`src/rtl/mult_accumulator.sv`:
```
// Accumulates COUNT unsigned products from an upstream multiplier into one sum.
// Three-state flow: IDLE waits for start, ACCUM takes products, DONE holds the sum.
module mult_accumulator #(
  parameter int WIDTH     = 8,
  parameter int COUNT     = 4,
  parameter int ACC_WIDTH = 2*WIDTH+2
) (
  input  logic                 clk,
  input  logic                 clr_n,
  input  logic                 start,
  input  logic [2*WIDTH-1:0]   product,
  input  logic                 in_valid,
  output logic                 in_ready,
  input  logic                 out_ready,
  output logic [ACC_WIDTH-1:0] sum,
  output logic                 sum_valid,
  output logic                 overflow,
  output logic                 busy
);

  typedef enum logic [1:0] {IDLE, ACCUM, DONE} state_t;

  localparam logic [7:0] LAST_CNT = 8'(COUNT-1);
  localparam int         PAD      = ACC_WIDTH + 1 - 2*WIDTH;

  state_t               state;
  state_t               state_next;
  logic [ACC_WIDTH-1:0] acc;
  logic [7:0]           cnt;
  logic [ACC_WIDTH:0]   acc_ext;
  logic                 xfer;
  logic                 last;

  // One spare bit on top catches the carry out of the accumulator.
  assign acc_ext = {1'b0, acc} + {{PAD{1'b0}}, product};
  assign xfer    = in_ready && in_valid;
  assign last    = (cnt == LAST_CNT);
  assign sum     = acc;

  always_ff @(posedge clk or negedge clr_n) begin
    if (!clr_n) begin
      state <= IDLE;
    end else begin
      state <= state_next;
    end
  end

  always_comb begin
    state_next = state;
    case (state)
      IDLE:    if (start)         state_next = ACCUM;
      ACCUM:   if (in_valid && last) state_next = DONE;
      DONE:    if (out_ready)     state_next = IDLE;
      default:                    state_next = IDLE;
    endcase
  end

  always_comb begin
    in_ready  = 1'b0;
    sum_valid = 1'b0;
    busy      = 1'b0;
    case (state)
      ACCUM: begin
        in_ready = 1'b1;
        busy     = 1'b1;
      end
      DONE: begin
        sum_valid = 1'b1;
        busy      = 1'b1;
      end
      default: ;
    endcase
  end

  always_ff @(posedge clk or negedge clr_n) begin
    if (!clr_n) begin
      acc      <= '0;
      cnt      <= '0;
      overflow <= 1'b0;
    end else if (state == IDLE && start) begin
      acc      <= '0;
      cnt      <= '0;
      overflow <= 1'b0;
    end else if (xfer) begin
      acc <= acc_ext[ACC_WIDTH-1:0];
      // The counter wraps on the final transfer so it never passes COUNT-1.
      cnt <= last ? 8'd0 : cnt + 8'd1;
      if (acc_ext[ACC_WIDTH]) begin
        overflow <= 1'b1;
      end
    end
  end

endmodule
```
`config.mk`:
```
export PLATFORM = sky130hd
export DESIGN_NAME = mult_accumulator
export DESIGN_NICKNAME = d
export VERILOG_FILES = /design/src/rtl/mult_accumulator.sv
export SDC_FILE = /design/constraint.sdc
export NUM_CORES = 1
export LEC_CHECK = 0
export CORE_MARGIN = 2
export CORE_UTILIZATION = 44
export CTS_BUF_LIST = sky130_fd_sc_hd__clkbuf_8
export CTS_CLUSTER_DIAMETER = 120
export DETAILED_ROUTE_END_ITERATION = 12
export GPL_ROUTABILITY_DRIVEN = 0
export PLACE_DENSITY = 0.69
export RECOVER_POWER = 25
export SLEW_MARGIN = 5
export SYNTH_ARGS = -nofsm -noshare
export SYNTH_HDL_FRONTEND = slang
export SYNTH_SLANG_ARGS = --single-unit
```
`constraint.sdc`:
```
create_clock -name clk -period 3.2 [get_ports clk]
set_clock_uncertainty 0.1 [all_clocks]
set_input_delay 0.64 -clock clk [delete_from_list [all_inputs] [get_ports clk]]
set_output_delay 0.64 -clock clk [all_outputs]
set_load 0.02 [all_outputs]
```
==> impl_metrics.tcl <==
set metrics [dict create \
    cts.sinks 29 \
    grt_max_degree 30 \
    portBuffers 42 \
    antenna_found_initial 0 \
    io_pins 43 \
    arrival_ps 3020 \
    drive_gt1_share_pct 7.911 \
    placed_cells 378 \
    yosysWarnings 0 \
    p_seq_share_pct 24.6 \
    hold_viol 0 \
    stdcell_count 386 \
    post_cts_resized 0 \
    dr.pass1.iters 4 \
    synth-seq-cells 29 \
    cts-root-buf "clkbuf_8" \
    clk_pin_slew_worst_paths_ps 60 \
    swShare_pct 45.83 \
    drtIter0Drc 183 \
    critical_path_buf_inv_count 1 \
    synthTopCellsByArea "dfrtp_1 (32%), ha_1 (11%), a21oi_1 (6.3%)" \
    drv_slew 30 \
    core-area_um2 5075 \
    dominantRegCellSynth "dfrtp_1" \
    comb_power_share_pct 60.8 \
    routed_wl_um 6026 \
    crit_family "compound AO/OA/AOI/OAI gates" \
    fin_setup_tns_ps 0 \
    ant_nets 0 \
    cts_buffers 5 \
    fmax_mhz 344.7 \
    synth-seq-area-share_pct 31.73 \
    layout_min_cycle_time_ps 2901 \
    wl_per_cell_um 15.61 \
    dp_hpwl_um 4327 \
    syn-num-nets 313 \
    crit_path_top_delay_cell "or4_1" \
    postCtsSetupBuffers 0 \
    register_area_um2 725.7 \
    synth_cell_type_count 54 \
    avgSynthCellArea_um2 8.471 \
    num_vias 2249 \
    failed_checks "capacitance limit, slew limit" \
    crit_path_max_incr_delay_ps 520 \
    endpoint_kind "register" \
    layout_commonest_cell "clkdlybuf4s50_1" \
    cts.path.max_buffers 2 \
    worst_skew_pair.late_latency_ps 280 \
    viasPerCell 5.826 \
    synth_area_leader_cell "dfrtp_1" \
    worstSetupStartpointType "input pin" \
    p_int_mw 1.285 \
    crit_required_ps 3320 \
    slew_headroom_pct -10.49 \
    cts_hold_buf 0 \
    power.leakage_nw 1.303 \
    synth_top_area_share_pct 31.73 \
    grt_usage_pct 21.95 \
    power_density_nw_per_um2 817.5 \
    synthCells 270 \
    final_cell_mix "clkdlybuf4s50_1 (41), nand2_1 (32), a21oi_1 (29), dfrtp_1 (29), ha_1 (21)" \
    netlist_area_um2 2287 \
    multiInputGateArea_um2 1495 \
    rsz0062_at_grt "false" \
    grt_pass1_wl_um 10380 \
    num-fill-cells 493 \
    status "complete, but fails checks" \
    num_rows 26 \
    finalCritPeriodShare_pct 90.66 \
    antenna_cells 0 \
    worstHoldPathType "reg -> reg" \
    crit_fanout 3 \
    setup.worst_path.class "in -> reg" \
    nets 358 \
    switching_power_mw 1.087 \
    ir_drop_v 0.0004397 \
    synthToLayoutAreaGrowth_pct 26.86 \
    initial_utilization_pct 45.07 \
    pwr-share-clk_pct 14.6 \
    grt_overflow 0 \
    cts-htree-levels 2 \
    worstPathCellList "clkdlybuf4s50_1 > ha_1 > fa_1 > a21o_1 > a311oi_2 > o31ai_1 > or4_1 > nand3_1" \
    cts_tree "done" \
    cap_viol_max_count 1 \
    ys_async_sr_fraction_pct 100.0 \
    die_x_um 76.10 \
    route.detailed.drc 0 \
    tightest_slew_ps 1657 \
    finalSetupViolCount 0 \
    fp.dieH_um 76.10 \
    grt_pass1_vias 2154 \
    die_area_um2 5791 \
    synth_edf_count 0 \
]
## per-layer routing
| layer | GRT usage [%] | routed length, um |
|---|---|---|
| met1 | 30.50 | 2900 |
| met2 | 34.64 | 2732 |
| met3 | 4.739 | 343 |
| met4 | 6.182 | 50 |
| met5 | 0 | 0 |
## power groups by stage
stage	combinational (mW)	sequential [mW]	clock [mW]
floorplan	0.856	0.671	0
global placement	1.41	0.585	0
detailed placement	1.42	0.590	0
CTS	1.43	0.584	0.357
global route	1.59	0.602	0.371
finish	1.44	0.584	0.345
## worst reg2reg max path, stage by stage (launching register included)
cell	delay (ps)
dfrtp_1	390
ha_1	210
fa_1	420
a21o_1	240
a311oi_2	310
o31ai_1	170
or4_1	520
nand3_1	90
## per-stage QoR
step | worst slack, ps | cell area (um2) | util, % | hold WS [ps] | power (mW)
detailed placement | 19.54 | 2804 | 55.25 | 403.8 | 2.011
CTS | 313.6 | 2905 | 57.25 | 422.7 | 2.372
finish | 298.8 | 2902 | 57.17 | 415.5 | 2.372
global placement | 55.92 | 2804 | 55.25 | 400.7 | 1.993
floorplan | 560.9 | 2287 | - | 244.4 | 1.527
global route | 190.3 | 2902 | 57.17 | 450.2 | 2.567
## cells by family (layout without fill, tap and decap cells)
group           after synthesis  count (layout)  share of synthesized area, %
simple gates                102             102                         23.41
flops                        29              29                         31.73
mux                           3               3                         1.368
fa+ha+maj                    22              22                         12.36
compound gates               91              91                         25.93
xor+xnor                      6               6                         2.298
buf+inv                      17              63                         2.899
## worst paths after layout
| kind | slack (ps) | start | to | depth (start not counted) |
|---|---|---|---|---|
| worst max-delay path | 300 | product[0] | sum[12]$_DFFE_PN0P_ | 8 |
| worst min-delay path | 420 | sum[8]$_DFFE_PN0P_ | sum[8]$_DFFE_PN0P_ | 2 |
| worst max register to register | 680 | sum[0]$_DFFE_PN0P_ | sum[12]$_DFFE_PN0P_ | 7 |
| worst min register to register | 420 | sum[8]$_DFFE_PN0P_ | sum[8]$_DFFE_PN0P_ | 2 |
| max in group asynchronous | 830 | clr_n | cnt[7]$_DFFE_PN0P_ | 2 |
| min in group asynchronous | 1210 | clr_n | sum[1]$_DFFE_PN0P_ | 2 |
## sequential cells by signal (all words and copies together) (netlist names)
| register | count |
|---|---|
| cnt | 8 |
| overflow | 1 |
| sum | 18 |
| state | 2 |
## synth_stat cells, types with 4 or more instances
cell type	count
and2_1	4
nand3_1	8
dfrtp_1	29
nand2_1	32
xor2_1	4
ha_1	21
and3_1	7
o21ai_0	19
clkbuf_1	9
inv_1	6
o21a_1	5
a21oi_1	29
nor3_1	9
nand4_1	7
a211oi_1	6
nor2_1	17
a21o_1	7
## area by class of cell
class,count,area share [%]
Clock buffer,7,3.320
Inverter,6,0.7762
Tap cell,70,3.019
Multi-Input combinational cell,224,51.53
Timing Repair Buffer,49,16.17
Sequential cell,29,25.01
Clock inverter,1,0.1725
No activity file was read; power rests on OpenSTA's default activity.
